### config.mk
export PLATFORM = sky130hd
export DESIGN_NAME = irq_controller
export DESIGN_NICKNAME = d
export VERILOG_FILES = /design/src/rtl/irq_controller.sv
export SDC_FILE = /design/constraint.sdc
export NUM_CORES = 1
export LEC_CHECK = 0
export BUFFER_PORTS_ARGS = -buffer_cell sky130_fd_sc_hd__buf_4
export CAP_MARGIN = 10
export CORE_UTILIZATION = 49
export CTS_CLUSTER_SIZE = 28
export DETAILED_ROUTE_END_ITERATION = 16
export PLACE_DENSITY = 0.83
export SLEW_MARGIN = 20
export SYNTH_ARGS = -nofsm -noshare
export SYNTH_HDL_FRONTEND = slang
export SYNTH_SLANG_ARGS = --single-unit
### constraint.sdc
create_clock -name clk -period 3.5 [get_ports clk]
set_input_delay 0.175 -clock clk [delete_from_list [all_inputs] [get_ports clk]]
set_output_delay 0.175 -clock clk [all_outputs]
set_load 0.03 [all_outputs]
### src/rtl/irq_controller.sv
// Multi-channel interrupt controller: per-channel synchronisation, edge/level
// detection, pending latch, and a prioritised vectored request with ack/EOI.
module irq_controller #(
  parameter int NUM_CH      = 8,
  parameter int SYNC_STAGES = 2,
  parameter int ID_W        = (NUM_CH > 1) ? $clog2(NUM_CH) : 1
) (
  input  logic              clk,
  input  logic              reset_n,
  input  logic [NUM_CH-1:0] irq_in,
  input  logic [NUM_CH-1:0] rise_en,
  input  logic [NUM_CH-1:0] fall_en,
  input  logic [NUM_CH-1:0] level_mode,
  input  logic [NUM_CH-1:0] level_pol,
  input  logic [NUM_CH-1:0] irq_enable,
  input  logic [NUM_CH-1:0] pending_clr,
  input  logic              irq_ack,
  input  logic              irq_eoi,
  output logic              irq_req,
  output logic [ID_W-1:0]   irq_id,
  output logic              in_service,
  output logic [NUM_CH-1:0] pending
);

  typedef enum logic [1:0] {
    IDLE   = 2'd0,
    REQ    = 2'd1,
    ACTIVE = 2'd2
  } state_t;

  state_t state_q, state_nxt;

  logic [NUM_CH-1:0] sync_p [SYNC_STAGES];
  logic [NUM_CH-1:0] sync_s;
  logic [NUM_CH-1:0] hist_q;
  logic [NUM_CH-1:0] rise_det, fall_det, edge_det, level_act;
  logic [NUM_CH-1:0] pending_q, pending_nxt, edge_nxt;
  logic [NUM_CH-1:0] eligible, id_onehot, ack_clr;
  logic [ID_W-1:0]   irq_id_q, lowest_id;
  logic              any_elig, cur_elig, ack_take;

  // Lowest set index wins; scanning downward leaves the lowest one last.
  function automatic logic [ID_W-1:0] lowest_index(input logic [NUM_CH-1:0] v);
    logic [ID_W-1:0] idx;
    idx = '0;
    for (int i = NUM_CH - 1; i >= 0; i--) begin
      if (v[i]) idx = ID_W'(i);
    end
    return idx;
  endfunction

  // Stage boundary: input synchroniser chain
  always_ff @(posedge clk or negedge reset_n) begin
    if (!reset_n) begin
      for (int k = 0; k < SYNC_STAGES; k++) sync_p[k] <= '0;
    end else begin
      sync_p[0] <= irq_in;
      for (int k = 1; k < SYNC_STAGES; k++) sync_p[k] <= sync_p[k-1];
    end
  end

  assign sync_s = sync_p[SYNC_STAGES-1];

  // Stage boundary: history flop for edge detection
  always_ff @(posedge clk or negedge reset_n) begin
    if (!reset_n) hist_q <= '0;
    else          hist_q <= sync_s;
  end

  assign rise_det  = rise_en & sync_s & ~hist_q;
  assign fall_det  = fall_en & ~sync_s & hist_q;
  assign edge_det  = rise_det | fall_det;
  assign level_act = ~(sync_s ^ level_pol);

  assign eligible = pending_q & irq_enable;
  assign any_elig = |eligible;
  assign lowest_id = lowest_index(eligible);
  assign ack_take = (state_q == REQ) && irq_ack;

  always_comb begin
    id_onehot = '0;
    for (int i = 0; i < NUM_CH; i++) begin
      id_onehot[i] = (ID_W'(i) == irq_id_q);
    end
  end

  assign cur_elig = |(eligible & id_onehot);
  assign ack_clr  = ack_take ? id_onehot : '0;

  // A new edge in the same cycle as a clear keeps the bit set.
  assign edge_nxt    = edge_det | (pending_q & ~(pending_clr | ack_clr));
  assign pending_nxt = (level_mode & level_act) | (~level_mode & edge_nxt);

  // Stage boundary: pending register
  always_ff @(posedge clk or negedge reset_n) begin
    if (!reset_n) pending_q <= '0;
    else          pending_q <= pending_nxt;
  end

  always_ff @(posedge clk or negedge reset_n) begin
    if (!reset_n) state_q <= IDLE;
    else          state_q <= state_nxt;
  end

  always_comb begin
    state_nxt = state_q;
    case (state_q)
      IDLE:    if (any_elig) state_nxt = REQ;
      REQ: begin
        if (irq_ack)        state_nxt = ACTIVE;
        else if (!cur_elig) state_nxt = IDLE;
      end
      ACTIVE:  if (irq_eoi) state_nxt = IDLE;
      default: state_nxt = IDLE;
    endcase
  end

  // The id is captured only when leaving IDLE so it stays stable through the handshake.
  always_ff @(posedge clk or negedge reset_n) begin
    if (!reset_n)                          irq_id_q <= '0;
    else if ((state_q == IDLE) && any_elig) irq_id_q <= lowest_id;
  end

  always_comb begin
    irq_req    = (state_q == REQ);
    in_service = (state_q == ACTIVE);
  end

  assign irq_id  = irq_id_q;
  assign pending = pending_q;

endmodule

# == Word-level counts from Yosys, hierarchy flattened ==
# Index checks and enable logic that the tools add are counted.
# classes
addsub,0
mul,0
div_mod_pow,0
n_lt_le_gt_ge,0
n_eq_ne,12
shifts,0
mux,14
n_bitwise,19
reduce_logical,7
# ops
operator,count
$and A8 B8 Y8,9
$not A8 Y8,5
$or A8 B8 Y8,4
$mux W3,8
$reduce_or A8 Y1,2
$eq A3 B3 Y1 const A,4
$mux W2,4
$mux W8,1
$xor A8 B8 Y8,1
$eq A2 B3 Y1 const A,2
$pmux W2 S3,1
$ne A2 B2 Y1 const B,2
$eq A1 B3 Y1 const A,1
$logic_not A3 Y1,1
$ne A3 B3 Y1 const B,1
$reduce_and A3 Y1,1
$eq A2 B1 Y1 const B,1
$eq A2 B2 Y1 const B,1
$logic_and A1 B1 Y1,2
$logic_not A2 Y1,1
# word_totals
register_bits,37
latch_bits,0
mem_bits_rw,0
romBits,0
inputBits,60
output_inout_bits,13
wordCells,58
n_memories,0

# == Depth between registers and ports, before layout ==
# Gate-level depths: netlist of run 1.
# depth
depth_word,9
depth_mapped,5
depth_no_buf,4

# == Worst setup path before layout of run 1 ==
# Ideal clock, no wire load.
# synth_path
kind,reg2reg
startpoint,"register pending_q[3], in the netlist pending[3]"
endpoint,"register irq_id_q[0], in the netlist irq_id[0]"
setup_time_ps,125
t_arrival_ps,1372
t_required_ps,3375
setup_slack_ps,2003
stages_incl_launch_ff,5
path_buffers,0
synth_period_minus_slack_ps,1497
path_cell_list,dfrtp_1 -> a22oi_1 -> nand2_1 -> o21ai_1 -> mux2_2
# synth_via
elab_chain_len,5
word_cells_on_any_way,7
classes_between,4 x mux; 1 x bitwise; 2 x reduce/logical
# synth_lines
item,line,rtl
"start, declared",37,"logic [NUM_CH-1:0] pending_q, pending_nxt, edge_nxt;"
"start signal, assigned",97,else pending_q <= pending_nxt;
$and A8 B8 Y8 *,75,assign eligible = pending_q & irq_enable;
$mux W3 (4 in series),47,if (v[i]) idx = ID_W'(i);
"end signal, assigned",121,else if ((state_q == IDLE) && any_elig) irq_id_q <= lowest_id;
"end, declared",39,"logic [ID_W-1:0] irq_id_q, lowest_id;"
# Mark *: on every way between the ends. The rest lies on a longest branch, timed or not.
# A chain may end at the register's enable or synchronous reset.

# == Worst setup path after layout of run 1 ==
# layout_path
startpoint,register state_q[1]
endpoint,"register pending_q[3], in the netlist pending[3]"
# layout_via
elab_chain_len,9
# layout_lines
item,line,rtl
"start, declared",31,"state_t state_q, state_nxt;"
"start signal, assigned",102,else state_q <= state_nxt;
$eq A2 B1 Y1,78,assign ack_take = (state_q == REQ) && irq_ack;
$logic_and A1 B1 Y1,78,
$mux W8,88,assign ack_clr = ack_take ? id_onehot : '0;
$or A8 B8 Y8,91,assign edge_nxt = edge_det | (pending_q & ~(pending_clr | ack_clr));
$not A8 Y8,91,
$and A8 B8 Y8,91,
$or A8 B8 Y8,91,
$and A8 B8 Y8,92,assign pending_nxt = (level_mode & level_act) | (~level_mode & edge_nxt);
$or A8 B8 Y8,92,
via pending_nxt[3],37,
# The timed path passes the listed nets, and every way through them passes these cells.

==> results of run 1 <==
==> kinds of logic (layout without fill, tap and decap cells) <==
group	count (synthesis)	in the layout	synth area share, %
compound gates	45	45	18.94
xor+xnor	8	8	4.382
flops	37	37	57.90
buf+inv	10	103	2.660
mux	1	1	0.7042
simple gates	51	51	15.42
==> cell type report <==
class	count	area, µm²
clock buffer	7	55.05
tap	44	55.05
inverter	8	30.03
clock inverter	1	30.03
multi-input combinational	105	630.6
timing repair buffer	87	690.7
fill	215	660.6
sequential	37	925.9
==> synth_stat cells (all sizes together) <==
master	number	area share, %
dfrtp	37	58
xor2	8	4.4
nand4b	1	0.55
o221ai	2	1.1
nor3	3	0.94
a22o	2	1.1
a311oi	3	1.6
and2b	1	0.55
buf	2	0.78
nand3b	1	0.47
o22ai	8	3.1
nor2	7	1.6
nand2b	2	0.78
a31oi	1	0.39
o21ai	6	1.9
and2	1	0.39
o311ai	2	1.1
a21bo	1	0.63
nor2b	4	1.6
and4bb	1	1.0
nand2	25	5.9
mux2	1	0.70
nand4	1	0.39
a31o	1	0.55
a21oi	11	3.4
a22oi	7	3.3
inv	8	1.9
nand3	4	1.3
o311a	1	0.70
==> worst register-to-register path: cells and delay by family (launching register included) <==
family	cells	cell delay, ns
and+or+nand+nor	2	0.42
DFF	1	0.43
AOI/OAI and AO/OA	2	0.56
==> power groups by stage <==
stage | logic, W | clock network, W | registers [W]
finish | 0.000434 | 0.000312 | 0.000574
global placement | 0.000406 | 0 | 0.000573
CTS | 0.000432 | 0.000317 | 0.000571
global route | 0.000461 | 0.000333 | 0.000584
floorplan | 0.000228 | 0 | 0.000591
detailed placement | 0.000416 | 0 | 0.000580
==> per-layer routing <==
metal	GRT usage [%]	share of wire [%]	vias up	wire length [µm]
met1	30.45	37	762	1617
li1	-	-	731	-
met5	0	0	-	0
met3	7.642	7.2	15	317
met2	45.94	52	79	2301
met4	17.01	3.4	0	150
==> worst paths after layout <==
path	startpoint	endpoint	slack, ns	cells after the start
min in group asynchronous	reset_n	irq_id[2]	0.31	2
min reg2reg	sync_p[14]	sync_s[6]	0.36	0
max	state_q[1]	pending[3]	1.94	4
max reg2reg	state_q[1]	pending[3]	1.94	4
min	level_mode[5]	pending[5]	0.01	2
max in group asynchronous	reset_n	sync_s[6]	2.84	2
==> registers in the layout, summed over array words and instances (netlist names) <==
| name | count |
|---|---|
| sync_s | 8 |
| pending | 8 |
| irq_id | 3 |
| hist_q | 8 |
| sync_p | 8 |
| state_q | 2 |
==> metrics by stage <==
step	utilization [%]	power [W]
finish	78.54	0.001319
global route	78.54	0.001378
CTS	78.54	0.001320
detailed placement	70.89	0.0009961
global placement	70.89	0.0009789
floorplan	-	0.0008190
==> layout by cell type, fill, tap and decap left out, types with 3 or more instances in the layout <==
cell type	count
nand3_1	4
nor2b_1	4
xor2_1	8
nand2_1	25
clkbuf_4	5
a22oi_1	7
nor3_1	3
o21ai_0	5
dlygate4sd3_1	15
nor2_1	7
dfrtp_1	37
buf_4	72
a311oi_1	3
o22ai_1	8
a21oi_1	11
inv_1	8
==> flow_summary.toml, run 1 <==
[cts]
post_cts_buffers = 0
cts_tree = "built"
cts.repair.resized = 0
cts_buffers = 5
cts_root_buf = "clkbuf_4"
clock_latency_ns = 0.36
clockBufferDepth = 2
htree_levels = 2
numClockSinks = 37
cts_hold_buf = 15
clkTransAtPathRegs_ns = 0.12

[die]
die_h_um = 59.13
core_mm2 = 0.003078
pin_count = 73
rows = 20
dieWidth_um = 59.13
die_area_mm2 = 0.003496
initial_core_util_pct = 51.95

[min_path]
min_path_type = "input pin to register"

[sta]
finalSetupViolCount = 0
maxSlewHeadroom_pct = 68.58
fin_crit_ns = 1.559
worst_hold_slack_ns = 0.01415
fin_crit_sh_pct = 44.53
finalMaxSlewViolations = 0
rsz0062_at_grt = "false"
timing.final.hold_violations = 0
fmaxAchievable_mhz = 641.6
setup-tns-final_ns = 0
worst_pin_slew_ns = 0.4713
worst_slack_ns = 1.941
finalClockSkew_ns = 0.02014

[cells_and_area]
stdcell_count = 289
area_delta_synth_final_pct = 51.17
layout-drive-gt1-share_pct = 34.69
nets = 304
fin_area_mm2 = 0.002417
diodes = 0

[drt]
via_per_inst = 5.491
wl_per_cell_um = 15.18
ant_nets = 0
vias = 1587
drc = 0
drt_first_pass_iters = 4
wirelength_mm = 4.386
first_iter_violations = 90

[placed_design]
placed_area_mm2 = 0.002182
pre_cts_ws_ns = 1.990
hpwlAfterDp_mm = 3.163
place_congestion = 1.039
port_buffers = 72
dp.cells = 266

[grt]
grt_pass1_wl_mm = 6.817
grt_util_all_layers_pct = 27.26
antenna_found_initial = 0
grt_pass1_vias = 1548
grt_overflow_total = 0
grt_max_degree = 38

[yosys]
syn-num-nets = 212
netlist_area_mm2 = 0.001599
syn_inst = 152
ys_seq_elements = 37
ys_seq_area_share_pct = 57.90
synth_cell_types = 31
ys_warn_count = 0
syn_area_per_cell_um2 = 10.52

[setup_path]
crit_buf_inv = 0
critPathSlowestCell = "dfrtp_1"
critPathCaptureType = "register"
crit_type = "register to register"
cp_max_fo = 4
crit_family = "compound AO/OA/AOI/OAI gates"
critPathRequiredTime_ns = 3.70
slowest_delay_ns = 0.43
crit_chain = "and2b_2 -> nand3_1 -> o311ai_0 -> a22oi_1"
cp.arrival_ns = 1.76
startpoint_type = "register"

[power_and_ir_drop]
ir_worst_vdd_mv = 0.3699
pwr-share-seq_pct = 43.5
p_leak_nw = 1.153
clkPwrFrac_pct = 23.6
powerDensity_mw_per_mm2 = 545.8
power.internal_w = 0.0008593
switching_share_pct = 34.87
combPwrFrac_pct = 32.9
switchingPower_w = 0.0004601

[job]
drv_cap = 0

[run_status]
outcome = "completed"
(Power assumes the default switching activity.)
==> inputs of run 2 (changes only) <==
- CORE_UTILIZATION: 49 -> 46
- PLACE_DENSITY: 0.83 -> 0.79
- clock period: 3.5 -> 1.5 ns (I/O delays scaled with it)
==> run 2 against run 1 <==
Compared with the run above: the run now ends with setup timing left; design area increased by 5.2%; highest routed layer unchanged; sequential power increased by 120%; clock-buffer cell count decreased by 2; sequential share of layout area decreased by 1.9 points; maximum frequency increased by 3.9%; largest cell class unchanged; hold slack got worse by 0.013 ns; critical endpoint is now irq_id[0]; setup slack got worse by 1.9 ns; via count increased by 3.0%; clock skew decreased by 0.014 ns.
==> flow_summary.toml, run 2 (synthesis results as in run 1) <==
[placed_design]
port_buffers = 72
dp.cells = 278
pre_cts_ws_ns = 0.04973
hpwlAfterDp_mm = 3.107
place_congestion = 0.9311

[sta]
worst_hold_slack_ns = 0.001186
finalMaxSlewViolations = 0
finalSetupViolCount = 1
fmaxAchievable_mhz = 666.4
setup-tns-final_ns = -0.0006029
rsz0062_at_grt = "false"
maxSlewHeadroom_pct = 69.41
worst_pin_slew_ns = 0.4588
fin_crit_sh_pct = 100.0
worst_slack_ns = -0.0006029
timing.final.hold_violations = 0
fin_crit_ns = 1.501
finalClockSkew_ns = 0.005653

[setup_path]
crit_type = "register to register"
critPathCaptureType = "register"
startpoint_type = "register"
crit_chain = "a22oi_1 -> nand2_1 -> o21ai_1 -> mux2_2"
critPathRequiredTime_ns = 1.75
critPathSlowestCell = "dfrtp_1"
crit_family = "compound AO/OA/AOI/OAI gates"
cp_max_fo = 5
cp.arrival_ns = 1.75
r2r_start = "pending[1]"
slowest_delay_ns = 0.45
crit_buf_inv = 0
crit_start = "pending[1]"

[grt]
grt_max_degree = 38
antenna_found_initial = 0
grt_pass1_vias = 1493
grt_util_all_layers_pct = 25.24
grt_pass1_wl_mm = 6.582
grt_overflow_total = 0

[cts]
cts_buffers = 5
cts_root_buf = "clkbuf_4"
numClockSinks = 37
clock_latency_ns = 0.36
htree_levels = 2
clockBufferDepth = 2
clkTransAtPathRegs_ns = 0.12
cts_tree = "built"

[die]
core_mm2 = 0.003337
dieWidth_um = 60.96
die_area_mm2 = 0.003716
die_h_um = 60.96
initial_core_util_pct = 47.92
pin_count = 73
rows = 21

[cells_and_area]
nets = 318
layout-drive-gt1-share_pct = 37.84
final_common_cell = "buf_4"
diodes = 0
final_util_pct = 76.23
final_cell_mix = "82 x buf_4, 37 x dfrtp_1, 25 x nand2_1"
area_delta_synth_final_pct = 59.08
stdcell_count = 305

[drt]
ant_nets = 0
first_iter_violations = 81
drt_first_pass_iters = 5
vias = 1634
wirelength_mm = 4.324
drc = 0
wl_per_cell_um = 14.18
via_per_inst = 5.357

[min_path]
hp-start = "pending_clr[1]"
min_path_type = "input pin to register"

[job]
drv_cap = 0

[run_status]
violations = "setup timing"
outcome = "finished, violations left"

[power_and_ir_drop]
p_leak_nw = 1.214
powerDensity_mw_per_mm2 = 1276
ir_worst_vdd_mv = 0.8563
run 2: cell count changes in the layout (fill, tap and decap cells not counted):
cell and change:
dlygate4sd3_1 +4, clkbuf_8 -1, clkinvlp_4 +1, o21ai_0 -1, clkbuf_1 -1, buf_4 +10, o21ai_1 +1, a22oi_2 +2
o311ai_0 -2, clkinv_4 +1, o311ai_1 +2, a22oi_1 -2
run 2: per-layer routing:
layer | track usage, % | vias to the layer above | wire (µm)
li1 | - | 758 | -
met1 | 30.95 | 764 | 1701
met2 | 40.35 | 95 | 2066
met3 | 7.676 | 17 | 429
met4 | 12.99 | 0 | 127
met5 | 0 | - | 0
run 2: power breakdown:
group	switching (W)	total, W	internal, W	leakage, nW
sequential	0.000143	0.00127	0.00112	0.433
clock	0.000366	0.000718	0.000353	0.0414
combinational	0.000656	0.00126	0.000605	0.740
total	0.00116	0.00325	0.00208	1.21
run 2: cell type report:
class                   instances  area [µm²]
clock buffers                   5       37.54
repair buffers                101       805.8
fillers                       241       793.3
clock inverters                 3       46.29
multi-input cells             105       640.6
well taps                      46       57.56
flip-flops and latches         37       925.9
inverters                       8       30.03
run 2: through the flow:
| stage | power, W | area, µm² |
|---|---|---|
| 5_1_grt | 0.003400 | 2544 |
| 4_1_cts | 0.003224 | 2534 |
| 6_report | 0.003245 | 2544 |
| 3_5_place_dp | 0.002468 | 2260 |
| 2_1_floorplan | 0.001911 | 1599 |
| 3_3_place_gp | 0.002453 | 2260 |
run 2: timing repair:
action / CTS / global route
setup buffers: 0 / 0
hold endpoints to repair: 54 / 0
endpoints found under the setup margin: 0 / 3
resized for setup: 0 / 5
hold buffers: 19 / 0
run 2: worst register-to-register path, cell delays in order (launching register included):
cell and delay [ns]:
dfrtp_1 0.45, a22oi_1 0.24, nand2_1 0.11, o21ai_1 0.24, mux2_2 0.37
run 2: path summary, 6_finish.rpt:
| path | end | slack [ns] | cells after the start |
|---|---|---|---|
| hold / removal | pending[1] | 0.001 | 4 |
| max in group asynchronous | hist_q[2] | 0.98 | 2 |
| setup / recovery | irq_id[0] | -0.0006 | 4 |
| min in group asynchronous | hist_q[5] | 0.19 | 2 |
| hold reg to reg | sync_s[1] | 0.36 | 0 |
| setup reg to reg | irq_id[0] | -0.0006 | 4 |
